===== src/rtl/moonbase_nibble_sram_pkg.sv =====
// Shared definitions for the nibble-serial SRAM: bus bit positions and phase encoding.
package moonbase_nibble_sram_pkg;

  // Bit positions inside the 8-bit CPU bus word
  localparam int STB_BIT  = 7;
  localparam int WE_N_BIT = 5;
  localparam int DSTB_BIT = 4;
  localparam int NIB_MSB  = 3;
  localparam int NIB_LSB  = 0;
  localparam int NIB_W    = 4;

  // Nibble phase: the high nibble always travels first
  typedef enum logic {
    PHASE_HI = 1'b0,
    PHASE_LO = 1'b1
  } phase_e;

  function automatic phase_e phase_flip(input phase_e p);
    return (p == PHASE_HI) ? PHASE_LO : PHASE_HI;
  endfunction

endpackage


===== src/rtl/moonbase_nibble_mux.sv =====
// Byte-to-nibble select: picks the half of the addressed byte that the current phase carries.
module moonbase_nibble_mux
  import moonbase_nibble_sram_pkg::*;
(
  input  logic [7:0]       byte_in,
  input  phase_e           phase,
  output logic [NIB_W-1:0] nib_out
);

  // High nibble in phase 0, low nibble in phase 1
  always_comb begin
    nib_out = byte_in[7:4];
    if (phase == PHASE_LO) begin
      nib_out = byte_in[3:0];
    end
  end

endmodule


===== src/rtl/moonbase_nibble_sram.sv =====
// Nibble-serial SRAM for a small CPU: address cycles latch the address, data cycles
// alternate high/low nibbles, writes collect the low nibble first and commit on the high one.
// A separate preload port can write whole bytes at any time and always wins over the CPU.
module moonbase_nibble_sram
  import moonbase_nibble_sram_pkg::*;
#(
  parameter int ADDR_W = 7,
  parameter int DATA_W = 8
) (
  input  logic              clk,
  input  logic              rst,
  input  logic [7:0]        bus_in,
  output logic [3:0]        nib_out,
  output logic              phase,
  output logic              data_write,
  input  logic              ld_valid,
  input  logic [ADDR_W-1:0] ld_addr,
  input  logic [DATA_W-1:0] ld_data,
  output logic              conflict
);

  localparam int DEPTH = 1 << ADDR_W;

  logic [DATA_W-1:0] mem_q [DEPTH];

  logic [ADDR_W-1:0] addr_q, addr_d;
  phase_e            phase_q, phase_d;
  logic [NIB_W-1:0]  hold_q, hold_d;
  logic              conflict_q, conflict_d;

  logic              stb;
  logic              we_n;
  logic [NIB_W-1:0]  nib;
  logic [ADDR_W-1:0] bus_addr;
  logic [ADDR_W-1:0] eff_addr;
  logic [DATA_W-1:0] rd_byte;
  logic [NIB_W-1:0]  mux_nib;

  logic              cpu_commit;
  logic              mem_we;
  logic [ADDR_W-1:0] mem_waddr;
  logic [DATA_W-1:0] mem_wdata;

  assign stb      = bus_in[STB_BIT];
  assign we_n     = bus_in[WE_N_BIT];
  assign nib      = bus_in[NIB_MSB:NIB_LSB];
  assign bus_addr = bus_in[ADDR_W-1:0];

  // Address is transparent during the strobe so a read needs no extra cycle
  assign eff_addr = stb ? bus_addr : addr_q;
  assign rd_byte  = mem_q[eff_addr];

  moonbase_nibble_mux u_mux (
    .byte_in (rd_byte),
    .phase   (phase_q),
    .nib_out (mux_nib)
  );

  // Next-state for address latch, phase, held low nibble, conflict flag and the write port
  always_comb begin
    addr_d     = addr_q;
    phase_d    = phase_q;
    hold_d     = hold_q;
    conflict_d = conflict_q;
    cpu_commit = 1'b0;

    if (stb) begin
      addr_d  = bus_addr;
      phase_d = PHASE_HI;
      hold_d  = '0;
    end else begin
      phase_d = phase_flip(phase_q);
      if (!we_n) begin
        if (phase_q == PHASE_LO) begin
          hold_d = nib;
        end else begin
          cpu_commit = !rst;
        end
      end
    end

    if (ld_valid && cpu_commit) begin
      conflict_d = 1'b1;
    end

    mem_we    = ld_valid || cpu_commit;
    mem_waddr = ld_valid ? ld_addr : addr_q;
    mem_wdata = ld_valid ? ld_data : {nib, hold_q};
  end

  // Control state registers with synchronous reset
  always_ff @(posedge clk) begin
    if (rst) begin
      addr_q     <= '0;
      phase_q    <= PHASE_HI;
      hold_q     <= '0;
      conflict_q <= 1'b0;
    end else begin
      addr_q     <= addr_d;
      phase_q    <= phase_d;
      hold_q     <= hold_d;
      conflict_q <= conflict_d;
    end
  end

  // Storage array, deliberately untouched by reset so preloaded contents survive
  always_ff @(posedge clk) begin
    if (mem_we) begin
      mem_q[mem_waddr] <= mem_wdata;
    end
  end

  // Outputs read as zero while reset is held
  always_comb begin
    nib_out    = rst ? '0 : mux_nib;
    phase      = (phase_q == PHASE_LO) && !rst;
    conflict   = conflict_q && !rst;
    data_write = stb | bus_in[DSTB_BIT];
  end

endmodule


===== config.mk =====
export PLATFORM = sky130hd
export DESIGN_NAME = moonbase_nibble_sram
export DESIGN_NICKNAME = d
export VERILOG_FILES = /design/src/rtl/moonbase_nibble_sram_pkg.sv /design/src/rtl/moonbase_nibble_mux.sv /design/src/rtl/moonbase_nibble_sram.sv
export SDC_FILE = /design/constraint.sdc
export NUM_CORES = 1
export LEC_CHECK = 0
export BUFFER_PORTS_ARGS = -buffer_cell sky130_fd_sc_hd__buf_4
export CORE_UTILIZATION = 30
export CTS_CLUSTER_DIAMETER = 150
export DETAILED_ROUTE_END_ITERATION = 8
export GPL_TIMING_DRIVEN = 0
export HOLD_SLACK_MARGIN = 0.15
export PLACE_DENSITY = 0.54
export SYNTH_ARGS = -nofsm -noshare
export SYNTH_HDL_FRONTEND = slang
export SYNTH_HIERARCHICAL = 1
export SYNTH_SLANG_ARGS = --single-unit

===== constraint.sdc =====
create_clock -name clk -period 3.3 [get_ports clk]
set_input_delay 0.165 -clock clk [delete_from_list [all_inputs] [get_ports clk]]
set_output_delay 0.165 -clock clk [all_outputs]
set_load 0.02 [all_outputs]

==> results.toml <==
[status]
run_status = "finished, violations left"
violations = "setup timing"

[setup_path]
crit_end = "nib_out[0]"
worstPathRequired_ns = 3.13
cp.arrival_ns = 3.98
r2r_cells = 6
reg2reg_slack_ns = -0.22
worstSetupPathType = "reg -> out"
cp-startpoint = "addr_q[0]$_SDFF_PP0_"
reg2reg_from = "phase_q$_SDFF_PP0_"
r2r-end = "mem_q[107][0]$_DFFE_PP_"
worstPathMaxFanout = 7
cp-end-kind = "output port"
cp-start-kind = "flip-flop"

[floorplan]
core_area_mm2 = 0.135
io_pins = 33
die_w_um = 371
initial_core_util_pct = 30.2
fp.dieArea_mm2 = 0.138
die_h_um = 371
num_rows = 135

[power]
leakagePower_nw = 15.2
ir_drop_uv = 397
p_switching_w = 0.00672
comb_power_share_pct = 9.5
swShare_pct = 23.4
clockPowerShare_pct = 39.8
p_per_area_mw_per_mm2 = 589
p_int_w = 0.0221
pwr-share-seq_pct = 50.7
power_w = 0.0288

[detailed_routing]
drc = 0
vias = 21695
first_iter_violations = 2387
post_drt_wl_per_cell_um = 27.0
antenna_left = 0
via_per_inst = 5.16
dr.pass1.iters = 5
wirelength_mm = 113

[clock_network]
cts_root_buffer = "clkbuf_16"
cts.sink_count = 1037
cts_tree = "built"
clk_path_buf_depth = 3
clk_transition_reported_paths_ns = 0.06
numCtsBuffers = 105
worstSkewPairLatency_ns = 0.69
h-tree-depth = 3

[synth]
synth_cells = 2149
ys_seq_area_share_pct = 75.9
synthTopCellsByArea = "edfxtp_1 (75%), mux4_2 (11%), mux2i_1 (2.8%)"
synth_cell_types = 43
synth-edff-count = 1024
yosys_warnings = 6
async_flop_share_pct = 0
synth_nets = 2175
syn-cell-area_mm2 = 0.0409
synth.avg_cell_area_um2 = 19.0
yosys.area.top_type = "edfxtp_1"
ys_ff_latch = 1037
synth_top_area_share_pct = 75.3
synthFlopType = "edfxtp_1"

[sta]
fin_skew_ns = 0.0337
maxSlewViolCount = 0
maxSlewHeadroom_pct = 21.1
final.setup.tns_ns = -33.92
worst_slew_pin_slew_ns = 1.18
fmax_mhz = 241
rsz0062_at_grt = "true"
fin_crit_sh_pct = 126
setup_viol = 328
final-hold-violation-count = 0
worst_slack_ns = -0.842
fin_crit_ns = 4.14

[global_route]
grt.overflow.total = 0
track_usage_pct = 16.3
grt_pass1_wl_mm = 160
grt_pass1_vias = 21997
grt_max_degree = 129
antenna_found_initial = 1

[job]
max_cap_viol_count = 0

[layout]
nets = 2371
drive_above_1_share_pct = 32.1
diodes = 0
finish.utilization_pct = 36.2
syn_to_final_growth_pct = 19.7
finish.instance_area_mm2 = 0.0489

[place]
place_area_mm2 = 0.0435
gp_congestion = 0.917
dp_hpwl_mm = 73.2
io_buffers = 31

[hold_path]
hp-class = "in -> reg"
## cell usage in the layout, fill, tap and decap left out, drive strengths merged, types with 11 or more instances in the layout
cell type,netlist,routed
mux2,18,18
edfxtp,1024,1024
a21oi,52,52
nor3,35,35
nor2,148,148
nand3,71,71
buf,76,151
clkbuf,43,172
clkinv,0,41
dfxtp,13,13
nand2,175,175
mux2i,116,116
inv,6,11
dlygate4sd3,0,11
a221oi,14,14
o21ai,26,26
o22ai,60,60
mux4,205,205
## sequential cells by signal, indices dropped and copies added, names as in the netlist
register	flops
addr_q	7
conflict_q	1
hold_q	4
mem_q	1024
phase_q	1
## how the worst min path moves through the flow
| stage | from | end | cells after the start |
|---|---|---|---|
| 2_1_floorplan | bus_in[0] | hold_q[0]$_SDFFE_PP0P_ | 2 |
| 4_1_cts | bus_in[6] | addr_q[6]$_SDFF_PP0_ | 4 |
| 5_1_grt | ld_data[6] | mem_q[28][6]$_DFFE_PP_ | 2 |
| 3_5_place_dp | conflict_q$_SDFFE_PP0P_ | conflict_q$_SDFFE_PP0P_ | 2 |
| 6_report | ld_data[6] | mem_q[28][6]$_DFFE_PP_ | 2 |
| 3_3_place_gp | conflict_q$_SDFFE_PP0P_ | conflict_q$_SDFFE_PP0P_ | 2 |
## metal layers
metal / up-vias / share of wire (%) / GRT usage (%)
li1: 9134 / - / -
met1: 11431 / 42 / 22.5
met2: 936 / 47 / 25.8
met3: 192 / 8.1 / 3.22
met4: 2 / 3.0 / 5.41
met5: - / 0.011 / 0
## what timing repair did
item | 4_1_cts | 5_1_grt
cloned | 2 | 1
hold buffers | 11 | 0
pin swaps | 38 | 33
endpoints found under the setup margin | 928 | 533
buffers inserted | 24 | 18
endpoints found under the hold margin | 8 | 0
gates resized for setup | 348 | 99
## power by group through the flow
| stage | Combinational, W | Clock, W | Sequential, W |
|---|---|---|---|
| after floorplan | 0.00135 | 0 | 0.0149 |
| after global placement | 0.00224 | 0 | 0.0149 |
| after detailed placement | 0.00232 | 0 | 0.0149 |
| after CTS | 0.00261 | 0.0116 | 0.0146 |
| after global routing | 0.00284 | 0.0121 | 0.0146 |
| final | 0.00273 | 0.0115 | 0.0146 |
## area by class of cell
cell class	instances	area, um2
Clock inverter	60	551
Clock buffer	127	2710
Sequential cell	1037	31000
Fill cell	12489	86400
Inverter	6	22.5
Tap cell	1781	2230
Timing Repair Buffer	91	908
Multi-Input combinational cell	987	10400
Buffer	117	1070
## synth_stat cells (7+ instances only)
library cell / count
mux4_2: 205
a21oi_1: 52
a221o_1: 7
nand3_1: 71
a221oi_1: 14
edfxtp_1: 1024
o21ai_0: 20
nor3_1: 35
nor4_1: 10
mux2i_1: 116
nor2_1: 148
nand2_1: 175
buf_1: 11
clkbuf_1: 43
or4_1: 7
buf_4: 15
nand2b_1: 7
buf_6: 10
buf_2: 33
o22ai_1: 60
dfxtp_1: 13
o32ai_1: 8
nor2b_1: 7
mux2_2: 17
## per-stage QoR
step | setup slack [ns] | std cells | hold WS, ns
6_report | -0.842 | 4206 | 0.323
5_1_grt | -0.908 | 4206 | 0.345
2_1_floorplan | 0.367 | 2149 | 0.360
3_5_place_dp | -1.48 | 3965 | 0.463
3_3_place_gp | -1.38 | 3961 | 0.456
4_1_cts | -0.837 | 4188 | 0.207
## critical path, cell delays in order, from the launching register on
cell      delay (ns)
dfxtp_4         0.34
mux2_4          0.30
buf_12          0.16
buf_12          0.14
buf_16          0.15
buf_16          0.15
buf_6           0.13
mux4_2          0.48
nor3_1          0.26
nor4_2          0.10
a21oi_2         0.30
a221oi_2        0.11
mux2_4          0.33
nor2b_4         0.14
buf_6           0.15
## cell families (layout without fill, tap and decap cells)
family          Yosys count  count (layout)  synth area share (%)
compound gates          182             182                  2.81
mux                     339             339                  14.6
simple gates            466             466                  4.86
flops                  1037            1037                  75.9
buf+inv                 125             401                  1.80
Power figures use the tool's default switching activity.
